===== src/rtl/id_ex_fwd_stage_pkg.sv =====
// Shared definitions for the ID/EX forwarding stage.
// Holds the ADDI opcode used as the NOP encoding, the zero word used for
// bubble data, and the default datapath / register-address widths.
package id_ex_fwd_stage_pkg;

  localparam int unsigned DefXlen  = 32;
  localparam int unsigned DefRegAw = 5;

  // A bubble is encoded as "addi x0, x0, 0".
  localparam logic [6:0] OpAddi     = 7'b0010011;
  localparam logic [2:0] Funct3Addi = 3'b000;

  localparam logic [DefXlen-1:0] ZeroWord = '0;

endpackage


===== src/rtl/id_ex_fwd_stage_fwd_mux.sv =====
// Operand forwarding mux for one source operand.
// Picks the lowest-index enabled forwarding source whose destination matches
// rs_addr_i; falls back to register-file data. x0 never forwards.
// Ports:
//   rs_addr_i      source register address
//   rf_data_i      register-file read data
//   fwd_enable_i   per-source write enable
//   fwd_addr_i     packed destination addresses, slice i = source i
//   fwd_data_i     packed result data, slice i = source i
//   fwd_is_load_i  per-source "data not yet valid" flag
//   data_o         resolved operand
//   hit_is_load_o  winning source is a load still in flight
module id_ex_fwd_stage_fwd_mux #(
  parameter int unsigned NUM_FWD = 2,
  parameter int unsigned XLEN    = 32,
  parameter int unsigned REG_AW  = 5
) (
  input  logic [REG_AW-1:0]         rs_addr_i,
  input  logic [XLEN-1:0]           rf_data_i,
  input  logic [NUM_FWD-1:0]        fwd_enable_i,
  input  logic [NUM_FWD*REG_AW-1:0] fwd_addr_i,
  input  logic [NUM_FWD*XLEN-1:0]   fwd_data_i,
  input  logic [NUM_FWD-1:0]        fwd_is_load_i,
  output logic [XLEN-1:0]           data_o,
  output logic                      hit_is_load_o
);

  logic found;

  always_comb begin
    data_o        = rf_data_i;
    hit_is_load_o = 1'b0;
    found         = 1'b0;
    // Ascending scan with a found flag gives index 0 (youngest) priority.
    for (int unsigned i = 0; i < NUM_FWD; i++) begin
      if (!found && fwd_enable_i[i] && (rs_addr_i != '0) &&
          (fwd_addr_i[i*REG_AW +: REG_AW] == rs_addr_i)) begin
        data_o        = fwd_data_i[i*XLEN +: XLEN];
        hit_is_load_o = fwd_is_load_i[i];
        found         = 1'b1;
      end
    end
  end

endmodule


===== src/rtl/id_ex_fwd_stage.sv =====
// ID/EX pipeline register with operand forwarding, load-use hazard detection,
// bubble insertion, flush and a saturating load-use stall counter.
// Ports:
//   clk_in, rst_in (sync, active-high), rdy_in (global enable)
//   flush_in                  kill the instruction being captured
//   in_valid, pc, imm, r*_addr, rd_addr, r*_data, r*_used, ins_*  decode side
//   fwd_enable/addr/data/is_load  in-flight writebacks, index 0 youngest
//   stall_out                 decode must hold (combinational)
//   out_valid, output_*       registered EX-side instruction
//   stall_count               saturating count of load-use bubbles
module id_ex_fwd_stage
  import id_ex_fwd_stage_pkg::*;
#(
  parameter int unsigned XLEN    = DefXlen,
  parameter int unsigned REG_AW  = DefRegAw,
  parameter int unsigned NUM_FWD = 2,
  parameter int unsigned CNT_W   = 16
) (
  input  logic                      clk_in,
  input  logic                      rst_in,
  input  logic                      rdy_in,
  input  logic                      flush_in,
  input  logic                      in_valid,
  input  logic [XLEN-1:0]           pc,
  input  logic [XLEN-1:0]           imm,
  input  logic [REG_AW-1:0]         r1_addr,
  input  logic [REG_AW-1:0]         r2_addr,
  input  logic [REG_AW-1:0]         rd_addr,
  input  logic [XLEN-1:0]           r1_data,
  input  logic [XLEN-1:0]           r2_data,
  input  logic                      r1_used,
  input  logic                      r2_used,
  input  logic [6:0]                ins_type,
  input  logic [2:0]                ins_details,
  input  logic                      ins_diff,
  input  logic [NUM_FWD-1:0]        fwd_enable,
  input  logic [NUM_FWD*REG_AW-1:0] fwd_addr,
  input  logic [NUM_FWD*XLEN-1:0]   fwd_data,
  input  logic [NUM_FWD-1:0]        fwd_is_load,
  output logic                      stall_out,
  output logic                      out_valid,
  output logic [XLEN-1:0]           output_pc,
  output logic [XLEN-1:0]           output_imm,
  output logic [XLEN-1:0]           output_r1_data,
  output logic [XLEN-1:0]           output_r2_data,
  output logic [REG_AW-1:0]         output_rd_addr,
  output logic [6:0]                output_ins_type,
  output logic [2:0]                output_ins_details,
  output logic                      output_ins_diff,
  output logic [CNT_W-1:0]          stall_count
);

  localparam logic [XLEN-1:0] Zero = XLEN'(ZeroWord);

  logic [XLEN-1:0] r1_res, r2_res;
  logic            r1_hit_load, r2_hit_load;
  logic            hz;

  id_ex_fwd_stage_fwd_mux #(
    .NUM_FWD(NUM_FWD), .XLEN(XLEN), .REG_AW(REG_AW)
  ) u_mux_r1 (
    .rs_addr_i    (r1_addr),
    .rf_data_i    (r1_data),
    .fwd_enable_i (fwd_enable),
    .fwd_addr_i   (fwd_addr),
    .fwd_data_i   (fwd_data),
    .fwd_is_load_i(fwd_is_load),
    .data_o       (r1_res),
    .hit_is_load_o(r1_hit_load)
  );

  id_ex_fwd_stage_fwd_mux #(
    .NUM_FWD(NUM_FWD), .XLEN(XLEN), .REG_AW(REG_AW)
  ) u_mux_r2 (
    .rs_addr_i    (r2_addr),
    .rf_data_i    (r2_data),
    .fwd_enable_i (fwd_enable),
    .fwd_addr_i   (fwd_addr),
    .fwd_data_i   (fwd_data),
    .fwd_is_load_i(fwd_is_load),
    .data_o       (r2_res),
    .hit_is_load_o(r2_hit_load)
  );

  // Mux only flags a load hit for nonzero addresses, so x0 never stalls.
  assign hz        = in_valid && rdy_in && ((r1_used && r1_hit_load) || (r2_used && r2_hit_load));
  assign stall_out = hz && !flush_in;

  logic              valid_q, valid_d;
  logic [XLEN-1:0]   pc_q, pc_d, imm_q, imm_d, r1_q, r1_d, r2_q, r2_d;
  logic [REG_AW-1:0] rd_q, rd_d;
  logic [6:0]        type_q, type_d;
  logic [2:0]        det_q, det_d;
  logic              diff_q, diff_d;
  logic [CNT_W-1:0]  cnt_q, cnt_d;

  always_comb begin
    valid_d = valid_q;
    pc_d    = pc_q;
    imm_d   = imm_q;
    r1_d    = r1_q;
    r2_d    = r2_q;
    rd_d    = rd_q;
    type_d  = type_q;
    det_d   = det_q;
    diff_d  = diff_q;
    cnt_d   = cnt_q;
    if (rdy_in) begin
      if (flush_in || hz || !in_valid) begin
        valid_d = 1'b0;
        pc_d    = Zero;
        imm_d   = Zero;
        r1_d    = Zero;
        r2_d    = Zero;
        rd_d    = '0;
        type_d  = OpAddi;
        det_d   = Funct3Addi;
        diff_d  = 1'b0;
        // Flush outranks the hazard: the bubble is then not a load-use bubble.
        if (!flush_in && hz && (cnt_q != '1)) begin
          cnt_d = cnt_q + CNT_W'(1);
        end
      end else begin
        valid_d = 1'b1;
        pc_d    = pc;
        imm_d   = imm;
        r1_d    = r1_res;
        r2_d    = r2_res;
        rd_d    = rd_addr;
        type_d  = ins_type;
        det_d   = ins_details;
        diff_d  = ins_diff;
      end
    end
  end

  always_ff @(posedge clk_in) begin
    if (rst_in) begin
      valid_q <= 1'b0;
      pc_q    <= Zero;
      imm_q   <= Zero;
      r1_q    <= Zero;
      r2_q    <= Zero;
      rd_q    <= '0;
      type_q  <= OpAddi;
      det_q   <= Funct3Addi;
      diff_q  <= 1'b0;
      cnt_q   <= '0;
    end else begin
      valid_q <= valid_d;
      pc_q    <= pc_d;
      imm_q   <= imm_d;
      r1_q    <= r1_d;
      r2_q    <= r2_d;
      rd_q    <= rd_d;
      type_q  <= type_d;
      det_q   <= det_d;
      diff_q  <= diff_d;
      cnt_q   <= cnt_d;
    end
  end

  assign out_valid          = valid_q;
  assign output_pc          = pc_q;
  assign output_imm         = imm_q;
  assign output_r1_data     = r1_q;
  assign output_r2_data     = r2_q;
  assign output_rd_addr     = rd_q;
  assign output_ins_type    = type_q;
  assign output_ins_details = det_q;
  assign output_ins_diff    = diff_q;
  assign stall_count        = cnt_q;

endmodule


===== config.mk =====
export PLATFORM = sky130hd
export DESIGN_NAME = id_ex_fwd_stage
export DESIGN_NICKNAME = d
export VERILOG_FILES = /design/src/rtl/id_ex_fwd_stage_pkg.sv /design/src/rtl/id_ex_fwd_stage_fwd_mux.sv /design/src/rtl/id_ex_fwd_stage.sv
export SDC_FILE = /design/constraint.sdc
export NUM_CORES = 1
export LEC_CHECK = 0
export CORE_AREA = 2 2 157 159
export CTS_CLUSTER_SIZE = 30
export DETAILED_ROUTE_END_ITERATION = 16
export DIE_AREA = 0 0 159 161
export HOLD_SLACK_MARGIN = 0.06
export SLEW_MARGIN = 20
export SYNTH_ARGS = -nofsm -noshare
export SYNTH_HDL_FRONTEND = slang
export SYNTH_SLANG_ARGS = --single-unit
export TNS_END_PERCENT = 5

===== constraint.sdc =====
create_clock -name clk_in -period 3.4 [get_ports clk_in]
set_clock_uncertainty 0.05 [all_clocks]
set_input_delay 0.68 -clock clk_in [delete_from_list [all_inputs] [get_ports clk_in]]
set_output_delay 0.68 -clock clk_in [all_outputs]
set_load 0.02 [all_outputs]

==> flow_metrics.py, run 1 <==
metrics = {
    "die": {
        "row_count": 57,
        "chipWidth_um": 159,
        "placeableCoreArea_sq_um": 23960,
        "floorplan.die_area_sq_um": 25600,
        "die_height_um": 161,
        "io_pins": 401,
        "floorplan.initialDensity_pct": 29.57,
    },
    "hold_path": {
        "hold_path_startpoint": "output_r2_data[29]",
        "hp-class": "reg2reg",
    },
    "route": {
        "drtPass1Iterations": 4,
        "drt-total-wl_um": 28430,
        "detail_route.wl_per_cell_um": 18.93,
        "vias": 7305,
        "route.antenna.remaining_nets": 0,
        "route.detailed.vias_per_inst": 4.864,
        "route.detailed.drc": 0,
        "drt_iter0_markers": 379,
    },
    "timing": {
        "worst-slew-pin-transition_ns": 1.092,
        "timing.final.crit_period_ns": 3.347,
        "slew_violations": 0,
        "setup_total_negative_slack_ns": 0,
        "maxClockFrequency_ghz": 0.2988,
        "hold-worst-slack_ns": 0.4314,
        "period_share_pct": 98.43,
        "finalSetupViolCount": 0,
        "grt_setup_unrepaired": "false",
        "worst_slew_margin_rel_pct": 26.78,
        "finalHoldViolations": 0,
    },
    "critical_path": {
        "startpoint_type": "input pin",
        "cp-end-kind": "output pin",
        "critical_path_required_ns": 2.67,
        "timing.critical_path.fanout_max": 4,
        "timing.rr.start": "stall_count[9]",
        "crit_type": "in2out",
        "launching_instance_or_port_of_the_critical_path": "r2_addr[1]",
        "critical_path_arrival_ns": 2.62,
    },
    "logic_synthesis": {
        "ys_warn_count": 0,
        "synth_seq_area_share_pct": 45.48,
        "netlist-cell-type-count": 39,
        "syn-mean-instance-area_sq_um": 9.204,
        "synth-seq-cells": 161,
        "synthesis.nets": 1010,
        "syn_inst": 770,
        "post_synth_instance_area_sq_um": 7087,
    },
    "clock_network": {
        "cts_buf_count": 17,
        "cts.reportedPaths.clkPinSlew_ns": 0.07,
        "tritoncts": "built",
        "cts_htree_levels": 4,
        "cts.sinks": 161,
        "clock_tree.root_cell": "sky130_fd_sc_hd__clkbuf_16",
        "clock_buffer_depth": 2,
        "clk-insertion-delay-late_ns": 0.42,
    },
    "power": {
        "peakVddDrop_v": 0.0002880,
        "power_density_nw_per_um2": 382.2,
        "p_total_uw": 4698,
        "power_leakage_uw": 0.004427,
    },
    "grt": {
        "grt_first_pass_wirelength_um": 42210,
        "antenna_violations_before_repair": 1,
        "track_usage_pct": 21.23,
        "grt_start_max_net_pins": 79,
        "grt_overflow_total": 0,
        "vias_in_the_first_global_route": 7107,
    },
    "layout": {
        "drive_gt1_share_pct": 8.065,
        "fin_util_pct": 51.28,
        "num-nets-final": 1405,
        "area_added_between_synthesis_and_finish_pct": 73.41,
        "antenna_cells": 0,
        "fill_cells": 2290,
    },
    "job": {
        "cap_viol_max_count": 0,
    },
    "placed_design": {
        "gp_congestion": 0.8855,
        "numPortBuffers": 400,
        "detailed_place_hpwl_um": 21360,
    },
    "outcome": {
        "outcome": "complete, no violations",
    },
}
==> registers in the layout, summed over array words and instances (netlist names) <==
register	count
output_imm	32
output_pc	32
output_r1_data	32
output_r2_data	32
stall_count	16
output_ins_type	7
output_rd_addr	5
output_ins_details	3
out_valid	1
output_ins_diff	1
==> cells in the mapped netlist <==
cell type                  count  area [sq um]
sky130_fd_sc_hd__a221oi_4      1         26.28
sky130_fd_sc_hd__a32o_1        1         10.01
sky130_fd_sc_hd__o21ai_0       1         5.000
sky130_fd_sc_hd__ha_1          1         12.51
sky130_fd_sc_hd__a22oi_1      77         578.1
sky130_fd_sc_hd__a41o_1        1         10.01
sky130_fd_sc_hd__clkinv_1      1         3.750
sky130_fd_sc_hd__xnor2_1      16         140.1
sky130_fd_sc_hd__a22oi_2       1         12.51
sky130_fd_sc_hd__inv_1         2         7.510
sky130_fd_sc_hd__buf_4         3         22.52
sky130_fd_sc_hd__a21boi_4      1         18.77
sky130_fd_sc_hd__nand3b_1      1         7.510
sky130_fd_sc_hd__a22o_1       64         560.5
sky130_fd_sc_hd__dfxtp_1     161          3223
sky130_fd_sc_hd__nor2_1      150         563.0
sky130_fd_sc_hd__o211ai_1      2         15.01
sky130_fd_sc_hd__buf_1         2         7.510
sky130_fd_sc_hd__xor2_1        4         35.03
sky130_fd_sc_hd__mux2i_1      64         640.6
sky130_fd_sc_hd__buf_2         8         40.04
sky130_fd_sc_hd__nand3_1       9         45.04
sky130_fd_sc_hd__buf_6         6         67.56
sky130_fd_sc_hd__clkbuf_1     50         187.7
sky130_fd_sc_hd__or4_1        18         135.1
sky130_fd_sc_hd__mux2_2        1         11.26
sky130_fd_sc_hd__and3_1        4         25.02
sky130_fd_sc_hd__o31ai_1      14         105.1
sky130_fd_sc_hd__nor3b_1       1         7.510
sky130_fd_sc_hd__o21bai_1      3         22.52
sky130_fd_sc_hd__nand4_1       6         37.54
sky130_fd_sc_hd__a21oi_1      80         400.4
sky130_fd_sc_hd__mux2_4        1         15.01
sky130_fd_sc_hd__o21ba_2       1         10.01
sky130_fd_sc_hd__and4_1        2         17.52
sky130_fd_sc_hd__o21a_1        1         7.510
sky130_fd_sc_hd__nand2_1       3         11.26
sky130_fd_sc_hd__nor3_1        7         35.03
sky130_fd_sc_hd__or3_1         1         6.260
==> routing by layer <==
metal	share of wire, %	wire, um	GRT usage (%)	up-vias
li1	-	-	-	3623
met1	42	11890	25.51	3424
met2	50	14240	36.94	219
met3	5.7	1615	6.035	37
met4	2.3	661	6.405	2
met5	0.046	13	0	-
==> timing repair <==
item,4_1_cts,5_1_grt
pin swaps,6,5
setup buffers,1,0
hold buffers,0,0
gates resized for setup,20,8
endpoints found under the setup margin,1,1
==> power by group <==
group	internal, uW	switching [uW]
sequential	1930	23.5
combinational	442	311
clock	1110	880
==> metrics by stage <==
step / area (sq um) / setup slack (ns) / instances
final: 12290 / 0.05329 / 1502
after global routing: 12290 / 0.003640 / 1502
after CTS: 12300 / 0.003767 / 1502
after detailed placement: 11690 / -0.6853 / 1469
after global placement: 11690 / -0.6711 / 1469
after floorplan: 7087 / 0.1706 / 770
==> worst max-delay path, cell delays in order <==
cell                              delay (ns)
sky130_fd_sc_hd__clkdlybuf4s50_1        0.50
sky130_fd_sc_hd__xor2_1                 0.19
sky130_fd_sc_hd__or4_4                  0.53
sky130_fd_sc_hd__mux2_4                 0.32
sky130_fd_sc_hd__a22oi_2                0.16
sky130_fd_sc_hd__nor2_1                 0.07
sky130_fd_sc_hd__buf_4                  0.16
==> logic make-up after synthesis <==
logic type | after synthesis | synth area share (%)
AOI/OAI and AO/OA | 248 | 25.14
muxes | 66 | 9.410
buffers and inverters | 72 | 4.749
and+or+nand+nor | 202 | 12.57
xor gates and xnor gates | 20 | 2.472
adders and majority gates | 1 | 0.1765
DFF | 161 | 45.48
==> area by class of cell <==
type                    instances  area [sq um]  share of cell area [%]
repair buffers                445          4489                   36.53
multi-input cells             537          3563                   29.00
flip-flops and latches        161          3223                   26.23
clock buffers                  18         429.2                   3.492
well taps                     324         405.4                   3.299
clock inverters                14         167.7                   1.364
inverters                       3         11.26                 0.09163
==> final timing paths <==
check | to | slack, ns | cells past startpoint
worst max-delay path | stall_out | 0.05 | 7
worst min-delay path | output_r2_data[29] | 0.43 | 1
worst max register to register | stall_count[6] | 1.03 | 6
worst min register to register | output_r2_data[29] | 0.43 | 1
==> cell usage in the layout (no fill, tap or decap), types with 2 or more instances in the layout <==
master,count
sky130_fd_sc_hd__or4_4,4
sky130_fd_sc_hd__inv_1,2
sky130_fd_sc_hd__o211ai_1,2
sky130_fd_sc_hd__and3_1,4
sky130_fd_sc_hd__nand2_1,3
sky130_fd_sc_hd__inv_8,3
sky130_fd_sc_hd__clkdlybuf4s50_1,386
sky130_fd_sc_hd__a22oi_1,77
sky130_fd_sc_hd__dfxtp_1,161
sky130_fd_sc_hd__nand3_1,9
sky130_fd_sc_hd__nand4_1,6
sky130_fd_sc_hd__nor3_2,2
sky130_fd_sc_hd__a21oi_1,80
sky130_fd_sc_hd__a22o_1,64
sky130_fd_sc_hd__bufinv_16,2
sky130_fd_sc_hd__clkinv_4,2
sky130_fd_sc_hd__nor3_1,5
sky130_fd_sc_hd__clkbuf_2,3
sky130_fd_sc_hd__o21bai_1,3
sky130_fd_sc_hd__inv_6,5
sky130_fd_sc_hd__and4_1,2
sky130_fd_sc_hd__mux2i_1,64
sky130_fd_sc_hd__clkbuf_16,17
sky130_fd_sc_hd__o31ai_1,14
sky130_fd_sc_hd__xor2_1,4
sky130_fd_sc_hd__nor2_1,149
sky130_fd_sc_hd__or4_1,14
sky130_fd_sc_hd__buf_4,33
sky130_fd_sc_hd__mux2_4,2
sky130_fd_sc_hd__dlygate4sd2_1,8
sky130_fd_sc_hd__xnor2_1,16
sky130_fd_sc_hd__buf_12,14
Power figures use the tool's default switching activity.
==> run 2, diff against run 1 <==
--- a/config.mk
+++ b/config.mk
@@ -10,7 +10,7 @@
 export DETAILED_ROUTE_END_ITERATION = 16
 export DIE_AREA = 0 0 159 161
 export HOLD_SLACK_MARGIN = 0.06
-export SLEW_MARGIN = 20
+export SLEW_MARGIN = 15
 export SYNTH_ARGS = -nofsm -noshare
 export SYNTH_HDL_FRONTEND = slang
 export SYNTH_SLANG_ARGS = --single-unit
==> results of run 2 <==
Same layout as run 1: the final DEF is identical, and so are final timing and power.
==> run 3, diff against run 2 <==
--- a/config.mk
+++ b/config.mk
@@ -5,11 +5,12 @@
 export SDC_FILE = /design/constraint.sdc
 export NUM_CORES = 1
 export LEC_CHECK = 0
-export CORE_AREA = 2 2 157 159
+export CORE_AREA = 2 2 155 157
 export CTS_CLUSTER_SIZE = 30
 export DETAILED_ROUTE_END_ITERATION = 16
-export DIE_AREA = 0 0 159 161
+export DIE_AREA = 0 0 157 159
 export HOLD_SLACK_MARGIN = 0.06
+export PLACE_DENSITY = 0.66
 export SLEW_MARGIN = 15
 export SYNTH_ARGS = -nofsm -noshare
 export SYNTH_HDL_FRONTEND = slang
==> flow_metrics.py, run 3 (same netlist as run 1, synthesis figures left out) <==
metrics = {
    "timing": {
        "finalSetupViolCount": 0,
        "setup_slack_ns": 0.1071,
        "slew_violations": 0,
        "period_share_pct": 96.85,
        "finalHoldViolations": 0,
        "timing.final.crit_period_ns": 3.293,
        "grt_setup_unrepaired": "false",
        "worst-slew-pin-transition_ns": 0.9544,
        "setup_total_negative_slack_ns": 0,
        "worst_slew_margin_rel_pct": 36.03,
        "maxClockFrequency_ghz": 0.3037,
    },
    "die": {
        "floorplan.die_area_sq_um": 24960,
        "io_pins": 401,
        "chipWidth_um": 157,
        "placeableCoreArea_sq_um": 23190,
        "die_height_um": 159,
        "row_count": 56,
        "floorplan.initialDensity_pct": 30.56,
    },
    "hold_path": {
        "hold_path_startpoint": "output_r2_data[6]",
        "hp-class": "reg2reg",
    },
    "clock_network": {
        "clk-insertion-delay-late_ns": 0.42,
        "clock_tree.root_cell": "sky130_fd_sc_hd__clkbuf_16",
        "cts_buf_count": 17,
        "clock_buffer_depth": 2,
        "cts_htree_levels": 4,
        "tritoncts": "built",
        "post-cts-setup-buffer-count": 0,
        "cts_hold_repair.buffers": 0,
        "cts.sinks": 161,
        "cts.reportedPaths.clkPinSlew_ns": 0.06,
    },
    "layout": {
        "drive_gt1_share_pct": 7.581,
        "area_added_between_synthesis_and_finish_pct": 71.72,
        "mostFrequentLayoutCell": "sky130_fd_sc_hd__clkdlybuf4s50_1",
        "num-nets-final": 1401,
        "mostFrequentLayoutCells": "383 x sky130_fd_sc_hd__clkdlybuf4s50_1, 161 x sky130_fd_sc_hd__dfxtp_1, 149 x sky130_fd_sc_hd__nor2_1",
    },
    "critical_path": {
        "critical_path_arrival_ns": 2.56,
        "critical_path_required_ns": 2.67,
        "timing.rr.start": "stall_count[9]",
        "cp-end-kind": "output pin",
        "startpoint_type": "input pin",
        "launching_instance_or_port_of_the_critical_path": "r1_addr[0]",
        "crit_type": "in2out",
        "timing.critical_path.fanout_max": 3,
    },
    "placed_design": {
        "pre_cts_ws_ns": -0.6397,
        "numPortBuffers": 400,
        "detailed_place_hpwl_um": 20580,
        "gp_congestion": 0.8801,
    },
    "route": {
        "detail_route.wl_per_cell_um": 18.33,
        "drt_iter0_markers": 300,
        "vias": 7395,
        "route.antenna.remaining_nets": 0,
        "route.detailed.vias_per_inst": 4.950,
        "drtPass1Iterations": 4,
        "route.detailed.drc": 0,
        "drt-total-wl_um": 27380,
    },
    "power": {
        "power_density_nw_per_um2": 373.9,
        "power_leakage_uw": 0.004367,
        "peakVddDrop_v": 0.0002863,
    },
    "grt": {
        "grt_first_pass_wirelength_um": 41210,
        "antenna_violations_before_repair": 1,
        "grt_overflow_total": 0,
        "vias_in_the_first_global_route": 7190,
        "track_usage_pct": 21.33,
        "grt_start_max_net_pins": 79,
    },
    "job": {
        "cap_viol_max_count": 0,
    },
    "outcome": {
        "outcome": "complete, no violations",
    },
}
-- run 3: changes by cell type in the layout (fill, tap and decap cells not counted), moves of 2 or more --
cell | before | now
sky130_fd_sc_hd__clkdlybuf4s50_1 | 386 | 383
sky130_fd_sc_hd__clkinv_4 | 2 | 4
sky130_fd_sc_hd__clkdlybuf4s15_1 | 0 | 2
sky130_fd_sc_hd__buf_12 | 14 | 11
sky130_fd_sc_hd__bufinv_16 | 2 | 0
sky130_fd_sc_hd__dlygate4sd2_1 | 8 | 11
sky130_fd_sc_hd__buf_4 | 33 | 31
-- run 3: path summary, 6_finish.rpt --
kind	end	slack [ns]	cells past startpoint
setup / recovery	stall_out	0.11	8
setup reg to reg	stall_count[10]	1.04	6
hold reg to reg	output_r2_data[6]	0.43	1
hold / removal	output_r2_data[6]	0.43	1
-- run 3: worst max-delay path, cell delays in order --
cell                            delay [ns]
sky130_fd_sc_hd__dlygate4sd2_1        0.27
sky130_fd_sc_hd__or4_4                0.54
sky130_fd_sc_hd__o211ai_1             0.24
sky130_fd_sc_hd__nor3_1               0.09
sky130_fd_sc_hd__mux2_4               0.28
sky130_fd_sc_hd__a22oi_2              0.23
sky130_fd_sc_hd__nor2_1               0.07
sky130_fd_sc_hd__buf_2                0.16
-- run 3: layout make-up --
cell class	instances	area [sq um]
diodes	1	2.502
repair buffers	441	4418
inverters	3	11.26
fillers	2212	11020
flip-flops and latches	161	3223
multi-input cells	537	3563
clock buffers	19	432.9
well taps	319	399.1
clock inverters	13	118.9
-- run 3: what timing repair did --
item	CTS	global route
setup endpoints to repair	1	1
pin swaps	1	3
gates resized for setup	22	8
cloned	0	0
hold endpoints to repair	0	0
-- run 3: layer usage --
metal	GRT usage, %	part of all wire [%]
met1	26.07	41
met2	35.57	49
met3	5.743	6.0
met4	8.215	3.5
met5	0	0
-- run 3: where the power goes --
| part | leakage, uW | total, uW | internal (uW) | switching, uW |
|---|---|---|---|---|
| Combinational | 0.00280 | 748 | 438 | 310 |
| Sequential | 0.00130 | 1950 | 1930 | 23.7 |
| Clock | 0.000265 | 1850 | 966 | 884 |
| Total | 0.00437 | 4550 | 3330 | 1220 |
-- run 3: metrics by stage --
stage	hold slack, ns	util (%)	cells	instance area, sq um	power, uW
2_1_floorplan	0.5093	-	770	7087	2265
3_3_place_gp	0.4112	50.13	1461	11630	2746
3_5_place_dp	0.4128	50.13	1461	11630	2749
4_1_cts	0.4326	52.46	1493	12170	4621
5_1_grt	0.4429	52.47	1494	12170	4740
6_report	0.4254	52.47	1494	12170	4550
